===== config.mk =====
export PLATFORM = sky130hd
export DESIGN_NAME = job_sequencer
export DESIGN_NICKNAME = d
export VERILOG_FILES = /design/src/rtl/job_sequencer_pkg.sv /design/src/rtl/job_sequencer_op.sv /design/src/rtl/job_sequencer.sv
export SDC_FILE = /design/constraint.sdc
export NUM_CORES = 1
export LEC_CHECK = 0
export CORE_MARGIN = 1.5
export CORE_UTILIZATION = 35
export CTS_BUF_LIST = sky130_fd_sc_hd__clkbuf_8
export DETAILED_ROUTE_END_ITERATION = 8
export PLACE_DENSITY = 0.55
export SETUP_SLACK_MARGIN = 0.2
export SYNTH_ARGS = -nofsm -noshare
export SYNTH_HDL_FRONTEND = slang
export SYNTH_SLANG_ARGS = --single-unit

===== constraint.sdc =====
create_clock -name clk -period 4.3 [get_ports clk]
set_input_delay 0.645 -clock clk [delete_from_list [all_inputs] [get_ports clk]]
set_output_delay 0.645 -clock clk [all_outputs]
set_load 0.1 [all_outputs]

===== src/rtl/job_sequencer_pkg.sv =====
// Shared definitions for the job sequencer: FSM state encoding and watchdog width.
package job_sequencer_pkg;

  typedef enum logic [2:0] {
    ST_IDLE  = 3'd0,
    ST_START = 3'd1,
    ST_WAIT  = 3'd2,
    ST_HOLD  = 3'd3,
    ST_DRAIN = 3'd4
  } state_t;

  localparam int unsigned WDOG_W = 8;

endpackage


===== src/rtl/job_sequencer_op.sv =====
// Circular operand FIFO; pushes when not full, pops when not empty.
module op_fifo #(
  parameter int unsigned WIDTH = 8,
  parameter int unsigned DEPTH = 4
) (
  input  logic                     clk,
  input  logic                     rst,
  input  logic                     push,
  input  logic                     pop,
  input  logic [WIDTH-1:0]         wdata,
  output logic [WIDTH-1:0]         rdata,
  output logic                     full,
  output logic                     empty,
  output logic [$clog2(DEPTH):0]   count
);

  localparam int unsigned PW = $clog2(DEPTH);
  localparam int unsigned CW = PW + 1;

  logic [WIDTH-1:0] mem_q [DEPTH];
  logic [PW-1:0]    wr_ptr_q, wr_ptr_d;
  logic [PW-1:0]    rd_ptr_q, rd_ptr_d;
  logic [CW-1:0]    count_q, count_d;
  logic             do_push, do_pop;

  assign full    = (count_q == CW'(DEPTH));
  assign empty   = (count_q == '0);
  assign count   = count_q;
  assign rdata   = mem_q[rd_ptr_q];
  assign do_push = push && !full;
  assign do_pop  = pop && !empty;

  always_comb begin
    wr_ptr_d = wr_ptr_q + PW'(do_push);
    rd_ptr_d = rd_ptr_q + PW'(do_pop);
    count_d  = count_q + CW'(do_push) - CW'(do_pop);
  end

  always_ff @(posedge clk or negedge rst) begin
    if (!rst) begin
      wr_ptr_q <= '0;
      rd_ptr_q <= '0;
      count_q  <= '0;
    end else begin
      wr_ptr_q <= wr_ptr_d;
      rd_ptr_q <= rd_ptr_d;
      count_q  <= count_d;
    end
  end

  // Storage needs no reset: occupancy and pointers define what is valid.
  always_ff @(posedge clk) begin
    if (do_push) mem_q[wr_ptr_q] <= wdata;
  end

endmodule


===== src/rtl/job_sequencer.sv =====
// Dispatches buffered operands to a start/done compute unit, captures results
// for a valid/ready consumer, and abandons jobs whose done never arrives.
module job_sequencer
  import job_sequencer_pkg::*;
#(
  parameter int unsigned WIDTH   = 8,
  parameter int unsigned DEPTH   = 4,
  parameter int unsigned TIMEOUT = 255
) (
  input  logic                   clk,
  input  logic                   rst,
  input  logic [WIDTH-1:0]       in_data,
  input  logic                   in_valid,
  output logic                   in_ready,
  output logic [WIDTH-1:0]       op_data,
  output logic                   start,
  input  logic                   done,
  input  logic [2*WIDTH-1:0]     result_in,
  output logic [2*WIDTH-1:0]     out_data,
  output logic                   out_valid,
  input  logic                   out_ready,
  output logic                   busy,
  output logic                   timeout_err,
  output logic [$clog2(DEPTH):0] count
);

  localparam logic [WDOG_W-1:0] WDOG_LAST = WDOG_W'(TIMEOUT - 1);

  state_t               state_q, state_d;
  logic [WIDTH-1:0]     op_data_q, op_data_d;
  logic                 start_q, start_d;
  logic [2*WIDTH-1:0]   out_data_q, out_data_d;
  logic                 out_valid_q, out_valid_d;
  logic                 timeout_err_q, timeout_err_d;
  logic [WDOG_W-1:0]    wdog_q, wdog_d;

  logic                 fifo_pop;
  logic                 fifo_full;
  logic                 fifo_empty;
  logic [WIDTH-1:0]     fifo_head;

  op_fifo #(
    .WIDTH (WIDTH),
    .DEPTH (DEPTH)
  ) u_fifo (
    .clk   (clk),
    .rst   (rst),
    .push  (in_valid),
    .pop   (fifo_pop),
    .wdata (in_data),
    .rdata (fifo_head),
    .full  (fifo_full),
    .empty (fifo_empty),
    .count (count)
  );

  assign in_ready    = !fifo_full;
  assign op_data     = op_data_q;
  assign start       = start_q;
  assign out_data    = out_data_q;
  assign out_valid   = out_valid_q;
  assign busy        = (state_q != ST_IDLE);
  assign timeout_err = timeout_err_q;

  always_comb begin
    state_d       = state_q;
    op_data_d     = op_data_q;
    start_d       = 1'b0;
    out_data_d    = out_data_q;
    out_valid_d   = out_valid_q;
    timeout_err_d = timeout_err_q;
    wdog_d        = wdog_q;
    fifo_pop      = 1'b0;
    unique case (state_q)
      ST_IDLE: begin
        if (!fifo_empty) begin
          fifo_pop  = 1'b1;
          op_data_d = fifo_head;
          start_d   = 1'b1;
          state_d   = ST_START;
        end
      end
      ST_START: begin
        wdog_d  = '0;
        state_d = ST_WAIT;
      end
      ST_WAIT: begin
        wdog_d = wdog_q + WDOG_W'(1);
        // done takes priority over a coincident watchdog expiry
        if (done) begin
          out_data_d  = result_in;
          out_valid_d = 1'b1;
          state_d     = ST_HOLD;
        end else if (wdog_q == WDOG_LAST) begin
          timeout_err_d = 1'b1;
          state_d       = ST_IDLE;
        end
      end
      ST_HOLD: begin
        if (out_ready) begin
          out_valid_d = 1'b0;
          state_d     = done ? ST_DRAIN : ST_IDLE;
        end
      end
      ST_DRAIN: begin
        if (!done) state_d = ST_IDLE;
      end
      default: state_d = ST_IDLE;
    endcase
  end

  always_ff @(posedge clk or negedge rst) begin
    if (!rst) begin
      state_q       <= ST_IDLE;
      op_data_q     <= '0;
      start_q       <= 1'b0;
      out_data_q    <= '0;
      out_valid_q   <= 1'b0;
      timeout_err_q <= 1'b0;
      wdog_q        <= '0;
    end else begin
      state_q       <= state_d;
      op_data_q     <= op_data_d;
      start_q       <= start_d;
      out_data_q    <= out_data_d;
      out_valid_q   <= out_valid_d;
      timeout_err_q <= timeout_err_d;
      wdog_q        <= wdog_d;
    end
  end

endmodule


Yosys cells after proc, flatten, opt, wreduce, memory -nomap -nowiden:

Memory sizes are Yosys's and may differ from the RTL's. A register that Yosys moved wholly into a read port is not among the register bits.
Index checks and enable logic that the tools add are counted.
W data, S select, Z words.

* register bits after elaboration: 37
* word-level logic and storage cells: 58
* memories: 1
* bits in writable memories: 32
* bits of input ports: 29

Memory list
* u_fifo.mem_q: depth 4, width 8, rd ports 1, clocked after memory_dff 1, wr ports 1, RTL line job_sequencer_op.sv:20 `logic [WIDTH-1:0] mem_q [DEPTH];`

* multiplexer cells: 15
* reductions and logical operators: 15
* bitwise logic cells: 2
* add/sub/neg operators: 5
* eq/ne operators: 11

Operators by type and width (count)
* $mux W3: 6
* $pmux W8 S2: 1
* $pmux W3 S5: 1
* $add A8 B1 Y8 const B: 1
* $eq A8 B8 Y1 const B: 1
* $ne A2 B2 Y1 const B: 4
* $eq A3 B2 Y1 const B: 2
* $eq A3 B3 Y1 const B: 2
* $logic_not A3 Y1: 2
* $mux W1: 6
* $reduce_and A3 Y1: 2
* $add A2 B1 Y2: 2
* $reduce_and A2 Y1: 2
* $reduce_and A4 Y1: 1
* $reduce_bool A2 Y1: 2
* $add A3 B1 Y3: 1
* $eq A3 B1 Y1 const B: 1
* $logic_not A1 Y1: 3
* $ne A3 B3 Y1 const B: 1
* $reduce_bool A3 Y1: 1
* $sub A3 B1 Y3: 1
* $logic_and A1 B1 Y1: 2
* $not A1 Y1: 2
* $pmux W1 S2: 1

Depth between registers and ports, before layout:

Gate-level depths: netlist of the first run.

* depth after elaboration: 5
* depth in mapped cells: 12
* gate-level depth less buffers: 10

By module:

A second synthesis of the first run with hierarchy kept.

* cells, all modules: 203
* area, all modules: 3240.6 sq um

Modules (own cells, without submodules)
* job_sequencer: cells an instance 127, sequential area each 950.9 sq um, times used 1, area each 1677.9 sq um
* op_fifo: cells an instance 76, sequential area each 1136.1 sq um, times used 1, area each 1562.7 sq um

Worst setup path before layout of the first run:

Ideal clock, no wire load.

* kind: reg2reg
* from: reg u_fifo.count_q[1] (netlist: u_fifo.count[1])
* to: reg u_fifo.count_q[2] (netlist: u_fifo.count[2])
* clock period less this slack: 2928 ps
* stages on the path, launching flop included: 12
* buffers on the path: 1
* arrival: 2768 ps
* setup slack: 1372 ps
* required time: 4139 ps
* setup time: 161 ps
* path through: dfrtp_1 -> or3_1 -> nand2b_4 -> buf_6 -> inv_1 -> ha_1 -> inv_1 -> ha_1 -> inv_1 -> fa_1 -> xnor2_1 -> xnor2_1

* word-level cells in the longest chain between the ends: 5

RTL lines
* start, declared: RTL line job_sequencer_op.sv:23 `logic [CW-1:0] count_q, count_d;`
* start signal, assigned: RTL line job_sequencer_op.sv:47 `count_q <= count_d;`
* $logic_not A3 Y1: RTL line job_sequencer_op.sv:27 `assign empty = (count_q == '0);`
* $mux W1: RTL line job_sequencer.sv:76 `if (!fifo_empty) begin`
* $mux W1: RTL line job_sequencer.sv:74 `unique case (state_q)`
* named net fifo_pop: RTL line job_sequencer.sv:37 `logic fifo_pop;`
* $logic_and A1 B1 Y1: RTL line job_sequencer_op.sv:31 `assign do_pop = pop && !empty;`
* $sub A3 B1 Y3: RTL line job_sequencer_op.sv:36 `count_d = count_q + CW'(do_push) - CW'(do_pop);`
* named net u_fifo.count_d[2]: RTL line job_sequencer_op.sv:23

The timed path passes the listed nets, and every way through them passes these cells.
A chain may end at the register's enable or synchronous reset.

Worst setup path in the final report of the first run:

* from: reg state_q[0]
* to: out busy

* word-level cells in the longest chain between the ends: 1

RTL lines
* start, declared: RTL line job_sequencer.sv:29 `state_t state_q, state_d;`
* start signal, assigned: RTL line job_sequencer.sv:122 `state_q <= state_d;`
* $reduce_bool A3 Y1: RTL line job_sequencer.sv:62 `assign busy = (state_q != ST_IDLE);`
* end, declared: RTL line job_sequencer.sv:22 `output logic busy,`

No other way between the ends.

==> qor.csv, run 1 <==
metric,value,unit
synth-main-ff-cell,dfrtp_1,
clkSinkCount,77,
diodes,0,
rsz0062_at_grt,false,
htreeDepth,3,
outcome,completed,
final_nets,314,
synth-seq-cells,77,
tritoncts,done,
initial_core_util,0.3575,
grt_pass1_wl,9597,um
r2r_start,state_q[0]$_DFFE_PN0P_,
tightestPinTransition,1.005,ns
gp_congestion,0.7351,
skew,0.007418,ns
drc,0,
synth_nets,248,
finalWirelength,5908,um
cts_inserted_buffers,9,
cts_setup_buffers,0,
detail-route-antenna-nets,0,
row_count,35,
endpoint_kind,output pin,
synth_top_area_share,0.3442,
syn2layout_area_growth,27.30,%
grt_pass1_vias,1914,
drv_slew,0,
yosysUniqueCellTypes,49,
startpoint_type,flip-flop,
core_area,0.009153,mm^2
yosysTopAreaCell,dfrtp_1,
cp-startpoint,state_q[0]$_DFFE_PN0P_,
ys.warnings.count,0,
vias,1952,
port_buffers,60,
synth_area_leaders,"dfrtp_1 34%, edfxtp_1 29%, mux4_2 5.5%",
die_width,99.69,um
clock_latency,0.35,ns
globalRouteTotalUtil,0.1290,
gr-total-overflow,0,
fin_crit,3.208,ns
clk_pin_slew,0.08,ns
die_h,99.69,um
synth_edf_count,32,
dp_hpwl,4005,um
clock_path_buffers,2,
synthCells,212,
path_class,flip-flop to output pin,
synth-seq-area-share,0.6379,
io_pins,61,
fin_tns_setup,0,ns
cap_violations,0,
hold_class,primary input to asynchronous set/reset pin,
worstReg2RegEnd,u_fifo.count[2]$_DFF_PN0_,
arrival,2.56,ns
crit_fanout,25,
cts_hold_buf,0,
reg2reg_slack,1.56,ns
finalSetupViolations,0,
drtIter0Drc,70,
period_share,0.7460,
die-area,0.009937,mm^2
async_flop_share,0.5844,
post_drt_via_cell_ratio,4.954,
wl_per_cell,14.99,um
hold_violations,0,
drt-pass1-iter-count,4,
cts_root_buffer,clkbuf_8,
post_cts_resized,0,
placed_area,0.003978,mm^2
worstPathRequired,3.65,ns
drive_above_1_share,0.2049,
reg2reg_depth,10,
max-slew-margin-rel,0.3282,
stdcell_area,0.004165,mm^2
grt_max_degree,46,
antenna_found_initial,0,
fmax,311.7,MHz
netlist_area,0.003272,mm^2
syn_avg_cell_area,15.43,um^2
==> layer usage <==
layer,vias to the layer above,track usage,routed length [um],share of wire
li1,927,-,-,-
met1,955,0.1656,2753,0.47
met2,61,0.1988,2778,0.47
met3,9,0.03443,263,0.045
met4,0,0.07151,112,0.019
met5,-,0,0,0
==> placed cells by master, fill, tap and decap left out, drive strengths merged, types with 6 or more instances in the layout <==
| cell | synthesis | routed |
|---|---|---|
| o21ai | 6 | 6 |
| edfxtp | 32 | 32 |
| nand2 | 10 | 10 |
| dfrtp | 45 | 45 |
| mux2 | 24 | 24 |
| mux4 | 8 | 8 |
| clkdlybuf4s50 | 0 | 59 |
| inv | 10 | 15 |
| ha | 6 | 6 |
| clkbuf | 5 | 9 |
==> worst max-delay path, stage by stage (launching register included) <==
cell             delay, ns
dfrtp_1               0.83
or3_4                 0.25
clkdlybuf4s50_1       1.13
==> sequential cells by signal, indices dropped and copies added, names as in the netlist <==
signal and count:
timeout_err 1, out_valid 1, u_fifo.rd_ptr_q 2, wdog_q 8
u_fifo.count 3, op_data 8, u_fifo.mem_q 32, out_data 16
u_fifo.wr_ptr_q 2, state_q 3, start 1
==> per-stage QoR <==
step / hold slack (ns) / instances / utilization / worst slack [ns]
after floorplan: 0.3494 / 212 / - / 1.372
after global placement: 0.4659 / 378 / 0.4346 / 1.493
after detailed placement: 0.4727 / 378 / 0.4346 / 1.479
after CTS: 0.3929 / 394 / 0.4551 / 1.077
after global routing: 0.4131 / 394 / 0.4551 / 1.007
final: 0.3599 / 394 / 0.4551 / 1.092
==> Yosys cell counts, types with 2 or more instances <==
cell,instances
ha_1,6
nand3_1,5
xor2_1,2
inv_1,10
clkbuf_1,4
dfrtp_1,45
or3_1,2
nor2b_1,3
nor3b_1,2
o22ai_1,3
mux2_2,15
a21oi_1,5
nor3_1,4
xnor2_1,2
buf_6,3
nor2_1,3
or4_1,2
mux2_4,8
nand2b_4,2
nand2b_1,2
nand2_1,10
o211ai_1,4
mux4_2,8
edfxtp_1,32
o21ai_0,6
==> area by class of cell <==
type	count	area (um^2)
fill	829	4987
sequential	77	2087
multi-input combinational	116	1089
timing repair buffer	64	625.6
tap	111	138.9
clock buffer	9	123.9
clock inverter	7	63.81
inverter	10	37.54
==> logic make-up after synthesis <==
group,share of synthesized area
buffers and inverters,0.02944
AO/OA/AOI/OAI,0.05507
AND/OR/NAND/NOR,0.09102
multiplexers,0.1468
XOR/XNOR,0.01071
flip-flops,0.6379
adder cells (fa/ha/maj),0.02906
==> how the worst max path moves through the flow <==
stage,endpoint,slack [ns],depth (start not counted)
floorplan,u_fifo.count[2]$_DFF_PN0_,1.37,11
global placement,busy,1.49,2
detailed placement,busy,1.48,2
CTS,busy,1.08,2
global route,busy,1.01,2
finish,busy,1.09,2
Power of run 1 is not shown: default switching activity piles up to over one toggle a cycle in this logic, so the estimate is an artifact.
==> run 2, diff against run 1 <==
Settings changed: PLACE_DENSITY 0.55 to 0.57.
Clock period 4.3 ns to 2.8 ns, I/O delays scaled along.
==> qor.csv, run 2 (synthesis gave the netlist of run 1 again) <==
metric,value,unit,change
outcome,completed,,
finalWirelength,6152,um,+4.1%
clock_latency,0.35,ns,about the same
row_count,35,,unchanged
wl_per_cell,15.42,um,+2.8%
wl_met1,2711,um,-1.5%
diodes,0,,unchanged
initial_core_util,0.3575,,unchanged
vias,1991,,+2.0%
globalRouteTotalUtil,0.1349,,+0.005886
antenna_found_initial,0,,unchanged
fin_ws,0.5195,ns,-0.5727 ns
clock_path_buffers,2,,unchanged
drtIter0Drc,75,,+7.1%
port_buffers,60,,unchanged
arrival,2.55,ns,about the same
cts_inserted_buffers,9,,unchanged
grt_max_degree,31,,-33%
gp_congestion,0.7652,,+4.1%
clkSinkCount,77,,unchanged
worstPathRequired,3.07,ns,-0.58 ns
top_layer,met4,,
crit_path_cell_trace,"or3_4, nand2b_4, inv_2, ha_1, inv_1, ha_1, inv_1, fa_2, xnor2_1, xnor2_1",,
rsz0062_at_grt,false,,
syn2layout_area_growth,27.46,%,
grt_pass1_wl,10090,um,+5.1%
reg2reg_depth,10,,unchanged
r2r_start,u_fifo.count[1]$_DFF_PN0_,,
fin_crit,2.281,ns,
max-slew-margin-rel,0.5310,,+0.2028
endpoint_kind,flip-flop,,
hold_class,primary input to asynchronous set/reset pin,,
detail-route-antenna-nets,0,,unchanged
cts_root_buffer,clkbuf_8,,
htreeDepth,3,,unchanged
worstReg2RegEnd,u_fifo.count[2]$_DFF_PN0_,,
drv_slew,0,,unchanged
die-area,0.009937,mm^2,unchanged
io_pins,61,,unchanged
dp_hpwl,4189,um,+4.6%
clk_pin_slew,0.09,ns,about the same
skew,0.009310,ns,+0.001893 ns
gr-total-overflow,0,,unchanged
fillers,836,,+0.84%
startpoint_type,flip-flop,,
die_width,99.69,um,unchanged
crit_slowest_cell,dfrtp_4,,
final_nets,319,,+1.6%
tightestPinTransition,0.7035,ns,-0.3011 ns
post_cts_resized,0,,unchanged
tritoncts,done,,
pre_cts_slack,0.3582,ns,-1.121 ns
drt-pass1-iter-count,4,,unchanged
largest_register_ffs,32,,unchanged
fin_tns_setup,0,ns,unchanged
wl_met2,3004,um,+8.1%
regMostFlops,u_fifo.mem_q,,
period_share,0.8145,,
reg2reg_slack,0.52,ns,-1.04 ns
fmax,438.5,MHz,
cap_violations,0,,unchanged
hold_violations,0,,unchanged
holdWs,0.1118,ns,-0.2481 ns
post_drt_via_cell_ratio,4.990,,+0.72%
drive_above_1_share,0.3472,,+0.1423
slowest_delay,0.51,ns,-0.62 ns
path_class,flip-flop to flip-flop,,
core_area,0.009153,mm^2,unchanged
wl_met3,320,um,+22%
drc,0,,unchanged
most-common-layout-cells,"42 x dfrtp_1, 41 x buf_4, 32 x edfxtp_1",,
grt_pass1_vias,1995,,+4.2%
crit_family,adder cells,,
crit_buf_inv,3,,+2
die_h,99.69,um,unchanged
finalSetupViolations,0,,unchanged
mostFrequentLayoutCell,dfrtp_1,,
crit_fanout,5,,-80%
==> run 2: metal layers <==
metal / track usage / up-vias
met5: 0 / -
met4: 0.06934 / 0
met3: 0.03092 / 9
met2: 0.2156 / 57
met1: 0.1720 / 989
li1: - / 936
==> run 2: worst reg2reg max path: stages, from the launching register on <==
cell and delay [ns]:
dfrtp_4 0.51, or3_4 0.42, nand2b_4 0.09, inv_2 0.04
ha_1 0.26, inv_1 0.06, ha_1 0.13, inv_1 0.05
fa_2 0.33, xnor2_1 0.19, xnor2_1 0.13
==> run 2: layout make-up <==
class | instances | area (um^2) | area share
Multi-Input combinational cell | 116 | 1096 | 0.2628
Clock buffer | 9 | 123.9 | 0.02970
Clock inverter | 7 | 97.59 | 0.02340
Tap cell | 111 | 138.9 | 0.03330
Sequential cell | 77 | 2093 | 0.5020
Inverter | 10 | 37.54 | 0.009001
Timing Repair Buffer | 69 | 583.1 | 0.1398
==> run 2: repair_timing <==
action	4_1_cts	5_1_grt
hold endpoints to repair	0	0
hold buffers	0	0
setup endpoints to repair	0	1
setup buffers	0	1
==> run 2: worst max path at each step <==
stage / startpoint / endpoint / slack [ns] / depth (start not counted)
6_report: u_fifo.count[1]$_DFF_PN0_ / u_fifo.count[2]$_DFF_PN0_ / 0.52 / 10
5_1_grt: u_fifo.count[1]$_DFF_PN0_ / u_fifo.count[2]$_DFF_PN0_ / 0.38 / 10
4_1_cts: u_fifo.count[1]$_DFF_PN0_ / u_fifo.count[2]$_DFF_PN0_ / 0.34 / 10
3_5_place_dp: u_fifo.count[1]$_DFF_PN0_ / u_fifo.count[2]$_DFF_PN0_ / 0.36 / 10
3_3_place_gp: u_fifo.count[1]$_DFF_PN0_ / u_fifo.count[2]$_DFF_PN0_ / 0.39 / 10
2_1_floorplan: state_q[2]$_DFFE_PN0P_ / u_fifo.count[2]$_DFF_PN0_ / 0.23 / 12
==> run 2: through the flow <==
step           cell area [um^2]  utilization  cells
4_1_cts                    4163       0.4548    398
3_5_place_dp               3941       0.4306    382
3_3_place_gp               3941       0.4306    382
2_1_floorplan              3289            -    212
6_report                   4170       0.4556    399
5_1_grt                    4170       0.4556    399
Power of run 2 is left out for the same reason.
==> run 3, diff against run 2 <==
Settings changed: PLACE_DENSITY 0.57 to 0.55.
Clock period 2.8 ns to 2.3 ns, I/O delays scaled along.
==> qor.csv, run 3 (synthesis gave the netlist of run 1 again) <==
metric,value,unit,change
diodes,0,,unchanged
clock_latency,0.35,ns,about the same
max-slew-margin-rel,0.4838,,-0.04718
mostFrequentLayoutCell,buf_4,,
die_width,99.69,um,unchanged
globalRouteTotalUtil,0.1381,,+0.003148
core_area,0.009153,mm^2,unchanged
row_count,35,,unchanged
pre_cts_slack,0.1446,ns,-0.2136 ns
die_h,99.69,um,unchanged
post-place-cells,384,,+0.52%
worstPathRequired,2.53,ns,-0.54 ns
fin_ws,0.1721,ns,-0.3474 ns
drtIter0Drc,81,,+8.0%
gr-total-overflow,0,,unchanged
grt_pass1_wl,10470,um,+3.8%
worstReg2RegEnd,u_fifo.count[2]$_DFF_PN0_,,
detail-route-antenna-nets,0,,unchanged
hold_class,primary input to asynchronous set/reset pin,,
cap_violations,0,,unchanged
syn2layout_area_growth,29.71,%,
fillers,826,,-1.2%
clk_pin_slew,0.08,ns,about the same
initial_core_util,0.3575,,unchanged
arrival,2.36,ns,-0.19 ns
final_nets,323,,+1.3%
hold_violations,0,,unchanged
die-area,0.009937,mm^2,unchanged
vias,1960,,-1.6%
most-common-layout-cells,"44 x buf_4, 42 x dfrtp_1, 32 x edfxtp_1",,
wl_per_cell,15.46,um,+0.25%
reg2reg_slack,0.17,ns,-0.35 ns
rsz0062_at_grt,true,,
port_buffers,60,,unchanged
htreeDepth,3,,unchanged
tightestPinTransition,0.7742,ns,+0.07077 ns
crit_path_cell_trace,"or3_4, nand2b_4, inv_4, ha_4, inv_2, ha_4, inv_2, fa_2, xnor2_2, xnor2_1",,
dp_hpwl,4197,um,+0.19%
outcome,completed,,
regMostFlops,u_fifo.mem_q,,
path_class,flip-flop to flip-flop,,
fin_crit,2.128,ns,-0.1526 ns
gp_congestion,0.7251,,-5.2%
largest_register_ffs,32,,unchanged
post_drt_via_cell_ratio,4.864,,-2.5%
drive_above_1_share,0.3904,,+0.04319
antenna_found_initial,0,,unchanged
skew,0.01197,ns,+0.002656 ns
drv_slew,0,,unchanged
crit_family,adder cells,,
period_share,0.9252,,+0.1107
clock_path_buffers,2,,unchanged
instances_no_fill,403,,+1.0%
drt-pass1-iter-count,4,,unchanged
crit_fanout,2,,-3
endpoint_kind,flip-flop,,
finalWirelength,6229,um,+1.3%
crit_buf_inv,3,,unchanged
reg2reg_depth,10,,unchanged
grt_pass1_vias,2014,,+0.95%
cts_inserted_buffers,9,,unchanged
cts_root_buffer,clkbuf_8,,
tritoncts,done,,
grt_max_degree,34,,+9.7%
startpoint_type,flip-flop,,
fmax,469.9,MHz,+7.2%
r2r_start,u_fifo.count[2]$_DFF_PN0_,,
finalSetupViolations,0,,unchanged
io_pins,61,,unchanged
crit_slowest_cell,dfrtp_4,,
clkSinkCount,77,,unchanged
slowest_delay,0.48,ns,-0.03 ns
drc,0,,unchanged
cts_hold_buf,0,,unchanged
[run 3: how the worst max path moves through the flow]
stage | startpoint | endpoint | slack (ns) | cells past startpoint
2_1_floorplan | state_q[2]$_DFFE_PN0P_ | u_fifo.count[2]$_DFF_PN0_ | -0.25 | 12
3_3_place_gp | u_fifo.count[1]$_DFF_PN0_ | u_fifo.count[2]$_DFF_PN0_ | 0.16 | 10
5_1_grt | u_fifo.count[2]$_DFF_PN0_ | u_fifo.count[2]$_DFF_PN0_ | 0.09 | 10
6_report | u_fifo.count[2]$_DFF_PN0_ | u_fifo.count[2]$_DFF_PN0_ | 0.17 | 10
4_1_cts | u_fifo.count[2]$_DFF_PN0_ | u_fifo.count[2]$_DFF_PN0_ | 0.15 | 10
3_5_place_dp | u_fifo.count[1]$_DFF_PN0_ | u_fifo.count[2]$_DFF_PN0_ | 0.14 | 10
[run 3: cell type report]
type	count	area [um^2]	area share
tap	111	138.9	0.03272
timing repair buffer	73	625.6	0.1474
sequential	77	2096	0.4938
inverter	10	40.04	0.009434
clock buffer	9	123.9	0.02919
clock inverter	7	75.07	0.01769
multi-input combinational	116	1145	0.2698
[run 3: layer usage]
| metal | share of wire | vias up | GRT usage |
|---|---|---|---|
| li1 | - | 942 | - |
| met1 | 0.49 | 954 | 0.1945 |
| met2 | 0.45 | 55 | 0.2020 |
| met3 | 0.046 | 9 | 0.03022 |
| met4 | 0.020 | 0 | 0.06826 |
| met5 | 0 | - | 0 |
[run 3: per-stage QoR]
step                hold slack (ns)  setup TNS (ns)    util  cell area, um^2
finish                      0.07173               0  0.4637             4244
global route                 0.1279               0  0.4637             4244
CTS                          0.1005               0  0.4626             4234
detailed placement           0.4672               0  0.4392             4020
global placement             0.4606               0  0.4392             4020
floorplan                   0.04941         -0.4944       -             3341
[run 3: timing repair]
item | CTS | global route
setup buffers | 2 | 1
resized for setup | 0 | 2
endpoints found under the setup margin | 1 | 2
pin swaps | 4 | 0
Power of run 3 is left out for the same reason.
